File: src/rtl/robo_pkg.sv
// Shared definitions for the robot plant model: heading encoding, FSM states,
// per-heading displacement and heading arithmetic helpers.
package robo_pkg;

  localparam logic [1:0] RUMO_N = 2'd0;
  localparam logic [1:0] RUMO_E = 2'd1;
  localparam logic [1:0] RUMO_S = 2'd2;
  localparam logic [1:0] RUMO_W = 2'd3;

  typedef enum logic [1:0] {
    IDLE    = 2'd0,
    MOVENDO = 2'd1,
    GIRANDO = 2'd2
  } estado_t;

  localparam logic signed [1:0] DX_N = 2'sb00;
  localparam logic signed [1:0] DX_E = 2'sb01;
  localparam logic signed [1:0] DX_S = 2'sb00;
  localparam logic signed [1:0] DX_W = 2'sb11;
  localparam logic signed [1:0] DY_N = 2'sb01;
  localparam logic signed [1:0] DY_E = 2'sb00;
  localparam logic signed [1:0] DY_S = 2'sb11;
  localparam logic signed [1:0] DY_W = 2'sb00;

  function automatic logic signed [1:0] dx(input logic [1:0] h);
    case (h)
      RUMO_N:  return DX_N;
      RUMO_E:  return DX_E;
      RUMO_S:  return DX_S;
      default: return DX_W;
    endcase
  endfunction

  function automatic logic signed [1:0] dy(input logic [1:0] h);
    case (h)
      RUMO_N:  return DY_N;
      RUMO_E:  return DY_E;
      RUMO_S:  return DY_S;
      default: return DY_W;
    endcase
  endfunction

  function automatic logic [1:0] gira_dir(input logic [1:0] h);
    return h + 2'd1;
  endfunction

  function automatic logic [1:0] esquerda(input logic [1:0] h);
    return h + 2'd3;
  endfunction

endpackage

File: src/rtl/robo_ambiente_sensores.sv
// Combinational wall lookup: cell ahead and cell to the left of the pose,
// with out-of-bounds cells reading as wall.
module robo_ambiente_sensores
  import robo_pkg::*;
#(
  parameter int WIDTH  = 8,
  parameter int HEIGHT = 8,
  localparam int XW = $clog2(WIDTH),
  localparam int YW = $clog2(HEIGHT)
) (
  input  logic [XW-1:0]                  pos_x,
  input  logic [YW-1:0]                  pos_y,
  input  logic [1:0]                     rumo,
  input  logic [HEIGHT-1:0][WIDTH-1:0]   mapa,
  output logic                           head,
  output logic                           left,
  output logic                           alvo_ok,
  output logic [XW-1:0]                  alvo_x,
  output logic [YW-1:0]                  alvo_y
);

  localparam logic [XW:0] XLIM = (XW+1)'(WIDTH);
  localparam logic [YW:0] YLIM = (YW+1)'(HEIGHT);

  // One extra bit: -1 wraps to a set MSB, so negatives fail the bound test.
  function automatic logic [XW:0] col(input logic [XW-1:0] x, input logic [1:0] h);
    return {1'b0, x} + (XW+1)'(dx(h));
  endfunction

  function automatic logic [YW:0] lin(input logic [YW-1:0] y, input logic [1:0] h);
    return {1'b0, y} + (YW+1)'(dy(h));
  endfunction

  function automatic logic dentro(input logic [XW:0] c, input logic [YW:0] r);
    return !c[XW] && (c < XLIM) && !r[YW] && (r < YLIM);
  endfunction

  logic [XW:0] hx, lx;
  logic [YW:0] hy, ly;
  logic        left_ok;

  always_comb begin
    hx      = col(pos_x, rumo);
    hy      = lin(pos_y, rumo);
    lx      = col(pos_x, esquerda(rumo));
    ly      = lin(pos_y, esquerda(rumo));
    alvo_ok = dentro(hx, hy);
    left_ok = dentro(lx, ly);
    head    = !alvo_ok || mapa[hy[YW-1:0]][hx[XW-1:0]];
    left    = !left_ok || mapa[ly[YW-1:0]][lx[XW-1:0]];
    alvo_x  = hx[XW-1:0];
    alvo_y  = hy[YW-1:0];
  end

endmodule

File: src/rtl/robo_ambiente.sv
// Robot plant model on a wall grid; build with ROBO_AMBIENTE_VISIT_EN to add
// the visited-cell bitmap and the cobertura counter.
module robo_ambiente
  import robo_pkg::*;
#(
  parameter int         WIDTH       = 8,
  parameter int         HEIGHT      = 8,
  parameter int         STEP_CYCLES = 4,
  parameter int         START_X     = 0,
  parameter int         START_Y     = 0,
  parameter logic [1:0] START_DIR   = 2'd0,
  localparam int XW = $clog2(WIDTH),
  localparam int YW = $clog2(HEIGHT)
) (
  input  logic          clock,
  input  logic          reset,
  input  logic          avancar,
  input  logic          girar,
  input  logic          map_we,
  input  logic [XW-1:0] map_x,
  input  logic [YW-1:0] map_y,
  input  logic          map_wdata,
  output logic          head,
  output logic          left,
  output logic [XW-1:0] pos_x,
  output logic [YW-1:0] pos_y,
  output logic [1:0]    rumo,
  output logic          ocupado,
  output logic          colisao,
  output logic          erro_cmd,
  output logic [15:0]   passos,
  output logic [15:0]   cobertura
);

  localparam int CW = $clog2(STEP_CYCLES + 1);

  estado_t                     estado_q, estado_d;
  logic [CW-1:0]               cnt_q, cnt_d;
  logic [XW-1:0]               px_q, px_d;
  logic [YW-1:0]               py_q, py_d;
  logic [1:0]                  rumo_q, rumo_d;
  logic [HEIGHT-1:0][WIDTH-1:0] map_q, map_d;
  logic                        colisao_q, colisao_d;
  logic                        erro_q, erro_d;
  logic [15:0]                 passos_q, passos_d;
  logic                        alvo_ok;
  logic [XW-1:0]               alvo_x;
  logic [YW-1:0]               alvo_y;
`ifdef ROBO_AMBIENTE_VISIT_EN
  logic [HEIGHT-1:0][WIDTH-1:0] visit_q, visit_d;
  logic [15:0]                  cob_q, cob_d;
`endif

  // The same lookup serves the live sensors and the re-check at commit.
  robo_ambiente_sensores #(.WIDTH(WIDTH), .HEIGHT(HEIGHT)) u_sensores (
    .pos_x   (px_q),
    .pos_y   (py_q),
    .rumo    (rumo_q),
    .mapa    (map_q),
    .head    (head),
    .left    (left),
    .alvo_ok (alvo_ok),
    .alvo_x  (alvo_x),
    .alvo_y  (alvo_y)
  );

  always_ff @(posedge clock or posedge reset) begin
    if (reset) begin
      estado_q  <= IDLE;
      cnt_q     <= '0;
      px_q      <= XW'(START_X);
      py_q      <= YW'(START_Y);
      rumo_q    <= START_DIR;
      map_q     <= '0;
      colisao_q <= 1'b0;
      erro_q    <= 1'b0;
      passos_q  <= '0;
`ifdef ROBO_AMBIENTE_VISIT_EN
      visit_q                   <= '0;
      visit_q[START_Y][START_X] <= 1'b1;
      cob_q                     <= 16'd1;
`endif
    end else begin
      estado_q  <= estado_d;
      cnt_q     <= cnt_d;
      px_q      <= px_d;
      py_q      <= py_d;
      rumo_q    <= rumo_d;
      map_q     <= map_d;
      colisao_q <= colisao_d;
      erro_q    <= erro_d;
      passos_q  <= passos_d;
`ifdef ROBO_AMBIENTE_VISIT_EN
      visit_q   <= visit_d;
      cob_q     <= cob_d;
`endif
    end
  end

  always_comb begin
    estado_d  = estado_q;
    cnt_d     = cnt_q;
    px_d      = px_q;
    py_d      = py_q;
    rumo_d    = rumo_q;
    map_d     = map_q;
    colisao_d = colisao_q;
    erro_d    = erro_q;
    passos_d  = passos_q;
`ifdef ROBO_AMBIENTE_VISIT_EN
    visit_d   = visit_q;
    cob_d     = cob_q;
`endif
    if (map_we && (int'(map_x) < WIDTH) && (int'(map_y) < HEIGHT))
      map_d[map_y][map_x] = map_wdata;
    case (estado_q)
      IDLE: begin
        if (avancar && girar) begin
          erro_d = 1'b1;
        end else if (avancar) begin
          if (head) begin
            colisao_d = 1'b1;
          end else begin
            estado_d = MOVENDO;
            cnt_d    = CW'(STEP_CYCLES - 1);
          end
        end else if (girar) begin
          estado_d = GIRANDO;
          cnt_d    = CW'(STEP_CYCLES - 1);
        end
      end
      MOVENDO: begin
        if (cnt_q == '0) begin
          estado_d = IDLE;
          // A wall written into the target during the move aborts it.
          if (alvo_ok && !head) begin
            px_d = alvo_x;
            py_d = alvo_y;
            if (passos_q != 16'hFFFF) passos_d = passos_q + 16'd1;
`ifdef ROBO_AMBIENTE_VISIT_EN
            if (!visit_q[alvo_y][alvo_x]) begin
              visit_d[alvo_y][alvo_x] = 1'b1;
              if (cob_q != 16'hFFFF) cob_d = cob_q + 16'd1;
            end
`endif
          end else begin
            colisao_d = 1'b1;
          end
        end else begin
          cnt_d = cnt_q - CW'(1);
        end
      end
      GIRANDO: begin
        if (cnt_q == '0) begin
          estado_d = IDLE;
          rumo_d   = gira_dir(rumo_q);
        end else begin
          cnt_d = cnt_q - CW'(1);
        end
      end
      default: estado_d = IDLE;
    endcase
  end

  always_comb begin
    ocupado  = (estado_q != IDLE);
    pos_x    = px_q;
    pos_y    = py_q;
    rumo     = rumo_q;
    colisao  = colisao_q;
    erro_cmd = erro_q;
    passos   = passos_q;
`ifdef ROBO_AMBIENTE_VISIT_EN
    cobertura = cob_q;
`else
    cobertura = 16'd0;
`endif
  end

endmodule

File: config.mk
export PLATFORM = sky130hd
export DESIGN_NAME = robo_ambiente
export DESIGN_NICKNAME = d
export VERILOG_FILES = /design/src/rtl/robo_pkg.sv /design/src/rtl/robo_ambiente_sensores.sv /design/src/rtl/robo_ambiente.sv
export SDC_FILE = /design/constraint.sdc
export NUM_CORES = 1
export LEC_CHECK = 0
export ABC_AREA = 1
export CORE_MARGIN = 2
export CORE_UTILIZATION = 30
export DETAILED_ROUTE_END_ITERATION = 10
export PLACE_DENSITY = 0.52
export SYNTH_ARGS = -nofsm -noshare
export SYNTH_HDL_FRONTEND = slang
export SYNTH_SLANG_ARGS = --single-unit
export TNS_END_PERCENT = 5
File: constraint.sdc
create_clock -name clock -period 6.9 [get_ports clock]
set_input_delay 0.69 -clock clock [delete_from_list [all_inputs] [get_ports clock]]
set_output_delay 0.69 -clock clock [all_outputs]
set_load 0.05 [all_outputs]
======== Word level (Yosys, flattened, before mapping) ========
Cells that the tools add are included.
word-level totals
  bits in registers ....................... 95
  bits of input ports ..................... 12
  output and inout bits ................... 45
  logic and storage cells ................. 123
operators by class
  $add $sub $neg .......................... 8
  order comparisons ....................... 12
  eq/ne operators ......................... 16
  mux-type cells .......................... 35
  reduce and logical (&&, ||, !) cells .... 36
operator list
  kind                     number
  $bwmux W64               1
  $bmux W8 S3              2
  $demux W8 S3             1
  $lt A3 B4 Y1 const B     6
  $mux W8                  3
  $pmux W2 S2              5
  $add A16 B1 Y16 const B  1
  $add A3 B4 Y4            4
  $lt A4 B4 Y1 const B     4
  $ne A16 B16 Y1 const B   1
  $mux W3                  5
  $ne A2 B2 Y1 const B     6
  $logic_and A1 B1 Y1      10
  $mux W2                  5
  $mux W1                  8
  $reduce_and A4 Y1        2
  $logic_not A1 Y1         7
  $bmux W1 S3              2
  $eq A2 B1 Y1 const B     3
  $eq A2 B2 Y1 const B     3
  $ge A3 B1 Y1 const B     2
  $logic_not A2 Y1         3
  $ne A3 B3 Y1 const B     2
  $pmux W3 S2              1
  14 further kinds         20

======== Longest topological paths before layout ========
  depth in word-level cells ............... 15
  depth in mapped cells ................... 20
  mapped depth without buffers ............ 18

======== Hierarchy ========
From an unflattened synthesis, not the netlist that was laid out.
unflattened totals
  cells, all modules ...................... 921
  area, all modules ....................... 6398.6 µm²
by module, submodules not included
  module                  times used  cells each  area an instance (µm²)  sequential area each (µm²)
  robo_ambiente           1           561         4575.6                  2377.3
  robo_ambiente_sensores  1           360         1823.0                  0.0

======== Worst setup path before layout ========
Ideal clock, no wire load.
  path kind ............................... register -> output
  start ................................... reg rumo_q[0], in the netlist rumo[0]
  end ..................................... out head
  data arrival time ....................... 3.616 ns
  required time ........................... 6.210 ns
  slack ................................... 2.594 ns
  cell stages (with the launch flop) ...... 19
  path buffers ............................ 4
  cells stage by stage .................... dfrtp_1 -> inv_1 -> ha_1 -> or2_2 -> ha_1 -> fa_1 -> buf_4 -> inv_4 -> buf_6 -> nand3_1 -> nand3_1 -> nand2_1 -> nand2_1 -> nand3_1 -> nand3_1 -> and3_4 -> buf_6 -> buf_4 -> inv_1
on the way
  elaborated cells on any way between the ends .. 21
  those cells by class .................... add/sub (2); order compare (2); eq/ne (2); mux (6); reduce/logical (9)
RTL lines
  what                                              RTL line                      source
  start, declared                                   robo_ambiente.sv:41           logic [1:0] rumo_q, rumo_d;
  start signal, assigned                            robo_ambiente.sv:88           rumo_q <= rumo_d;
  $eq A2 B2 Y1 or $logic_not A2 Y1 (tied branches)  robo_pkg.sv:35                case (h)
  $pmux W2 S2 (*)                                   robo_pkg.sv:35
  $add A3 B4 Y4 (*)                                 robo_ambiente_sensores.sv:31  return {1'b0, y} + (YW+1)'(dy(h));
  via alvo_y[1]                                     robo_ambiente.sv:48           logic [YW-1:0] alvo_y;
  $bmux W8 S3                                       robo_ambiente_sensores.sv:49  head = !alvo_ok || mapa[hy[YW-1:0]][hx[XW-1:0]];
  $mux W8 (not written as such)                     robo_ambiente_sensores.sv:49
  $bmux W1 S3                                       robo_ambiente_sensores.sv:49
  $mux W1 (not written as such)                     robo_ambiente_sensores.sv:49
  $logic_or A1 B1 Y1 (*)                            robo_ambiente_sensores.sv:49
  end, declared                                     robo_ambiente.sv:23           output logic head,
Mark *: on every way through the listed nets, which the timed path passes. The rest lies on a longest branch. The select of a mux whose other input is x is not followed.

======== Worst setup path in the final report ========
Same ends and word-level chain as after synthesis.

==> impl_metrics.ini <==
[status]
status = finished clean

[synth]
netlist_top_cells_area = dfrtp_1 39%, nand2_1 10%, nand3_1 6.1%
syn_avg_cell_area_um2 = 7.75
ys_warn_count = 0
ys_ff_latch = 95
seq_area_frac_synth_pct = 38.5
synth_top_area_cell = dfrtp_1
synth.most_common_cell = nand2_1
synthArstFlopShare_pct = 100
netlist_area_um2 = 6170
synth_common_cells = 165 x nand2_1, 95 x dfrtp_1, 75 x nand3_1, 68 x a21oi_1, 60 x nor2_1
synth_top_area_share_pct = 38.5
synth_cell_types = 38
synth-edff-count = 0
synth-main-ff-cell = dfrtp_1
synth_cells = 796

[route]
first_pass_iters = 5
drcViolationCount = 0
wl_um = 17200
wl_per_cell_um = 15.8
first_iter_violations = 390
final_antenna_net_count = 0
via_per_inst = 5.16
vias = 5613

[clock_tree]
root_buffer = clkbuf_16
cts.sinks = 95
clk_latency_ps = 360
cts.clk_slew.worst_paths_ps = 70
cts_tree = yes
cts_buffer_depth = 2
cts_hold_buf = 0
cts_made_buffers = 9
htreeDepth = 3
cts_resized = 0
postCtsSetupRepairBufs = 0

[power]
p_seq_share_pct = 22.1
p_switching_uw = 1900
p_total_uw = 3570
combPwrFrac_pct = 64.2
clock_power_share_pct = 13.7
vdd_drop_max_mv = 0.205
p_per_area_nw_per_um2 = 513
p_int_uw = 1670
p_leak_uw = 0.00311
switching_share_pct = 53.3

[cells_and_area]
drive_above_1_share_pct = 5.51
num-fill-cells = 2160
design_area_um2 = 6970
area_growth_pct = 12.9
nNetsFinal = 851
layout.cells.non_filler = 1087
diodes = 0

[setup_path]
crit_path_end_kind = output port
required_ps = 6210
cp_max_fo = 20
worstPathArrival_ps = 4630
cp-start-kind = flop
path_class = reg -> out

[placed_design]
io_buffers = 40
placed_cells = 1071
gp_congestion = 0.824
dpl.hpwl_um = 12300
placed_area_um2 = 6690

[timing]
tightest_slew_ps = 1200
tns_ps = 0
fin_skew_ps = 12.6
hold_violations = 0
rsz0062_at_grt = no
final-max-slew-violation-count = 0
period_share_pct = 77.2
maxSlewHeadroom_pct = 19.3
final-setup-viol-count = 0
period_minus_slack_ps = 5320
fmax_mhz = 188

[global_route]
grtUsageTotal_pct = 16.4
grt_start_max_net_pins = 62
overflow = 0
grt_pass1_wl_um = 28600
first_global_vias = 5135
antenna_found_initial = 0

[hold_path]
min_path_type = reg -> reg

[die]
core.rowCount = 52
fp.dieH_um = 147
die_w_um = 147
core_um2 = 20200
dieArea_um2 = 21700
io_pins = 57
initial_core_util_pct = 30.5

[job]
maxCapViolCount = 0
## placed cells by master, fill, tap and decap left out, types with 9 or more instances in the layout
cell,synthesis,routed
xor2_1,11,11
conb_1,1,16
nor3_1,18,14
nand4_1,20,20
dfrtp_1,95,95
nand3_1,75,75
ha_1,23,23
xnor2_1,11,11
clkdlybuf4s50_1,0,40
clkbuf_16,0,9
inv_1,42,41
a21oi_1,68,68
a31oi_1,54,54
nor2_1,60,60
o21ai_0,41,41
nand2_1,165,165
## through the flow
step           setup slack [ps]  utilization, %  hold WS, ps
6_report                   1580            34.4          475
3_5_place_dp               1950            33.0          458
5_1_grt                    1230            34.4          504
4_1_cts                    1540            34.4          476
2_1_floorplan              2590               -          442
3_3_place_gp               2020            33.0          457
## final timing paths
check                                               end  slack [ps]                 start  cells past startpoint
worst min-delay path               cnt_q[2]$_DFFE_PP0P_         470  cnt_q[2]$_DFFE_PP0P_                      2
worst max register to register   passos[15]$_DFFE_PP0P_        2730   rumo[0]$_DFFE_PP0P_                     17
max in group asynchronous         map_q[54]$_DFFE_PP0P_        5010                 reset                      3
worst min register to register     cnt_q[2]$_DFFE_PP0P_         470  cnt_q[2]$_DFFE_PP0P_                      2
min in group asynchronous       estado_q[1]$_DFFE_PP0P_         700                 reset                      2
worst max-delay path                               head        1580   rumo[0]$_DFFE_PP0P_                     16
## layer usage
layer / vias up / part of all wire, % / GRT usage (%)
li1: 2773 / - / -
met1: 2692 / 50 / 23.9
met2: 132 / 45 / 25.2
met3: 16 / 3.9 / 2.72
met4: 0 / 1.2 / 4.13
met5: - / 0 / 0
## kinds of logic after synthesis
family | synth area share, %
AOI/OAI and AO/OA | 17.4
other | 0.0608
adders and majority gates | 5.96
and+or+nand+nor | 25.9
DFF | 38.5
muxes | 0.324
xor gates and xnor gates | 3.12
buffers and inverters | 8.70
## sequential cells by signal, summed over array words and instances (netlist names)
register,cells
colisao,1
rumo,2
cnt_q,3
map_q,64
estado_q,2
pos_x,3
pos_y,3
erro_cmd,1
passos,16
## layout make-up
| class | count | area [um^2] | share of cell area (%) |
|---|---|---|---|
| inverters | 47 | 184 | 2.64 |
| clock buffers | 11 | 243 | 3.48 |
| repair buffers | 47 | 453 | 6.50 |
| flip-flops and latches | 95 | 2380 | 34.1 |
| multi-input cells | 612 | 3330 | 47.8 |
| clock inverters | 5 | 41.3 | 0.592 |
| well taps | 270 | 338 | 4.85 |
## power groups by stage
| stage | clock network [uW] | logic (uW) | registers [uW] |
|---|---|---|---|
| 6_report | 491 | 2290 | 788 |
| 5_1_grt | 531 | 2570 | 804 |
| 4_1_cts | 506 | 2320 | 787 |
| 3_5_place_dp | 0 | 2310 | 797 |
| 3_3_place_gp | 0 | 2290 | 800 |
| 2_1_floorplan | 0 | 1800 | 835 |
## worst max-delay path, cell delays in order (launching register included)
cell and delay [ps]:
dfrtp_1 410, inv_1 130, ha_1 300, or2_2 320
ha_1 200, fa_1 940, inv_4 210, a21oi_1 170
o21ai_1 90, nand3_1 100, nand2_1 60, nand2_1 60
nand3_1 60, nand3_1 100, and3_4 340, inv_1 60
clkdlybuf4s50_1 700
(Power assumes the default switching activity.)
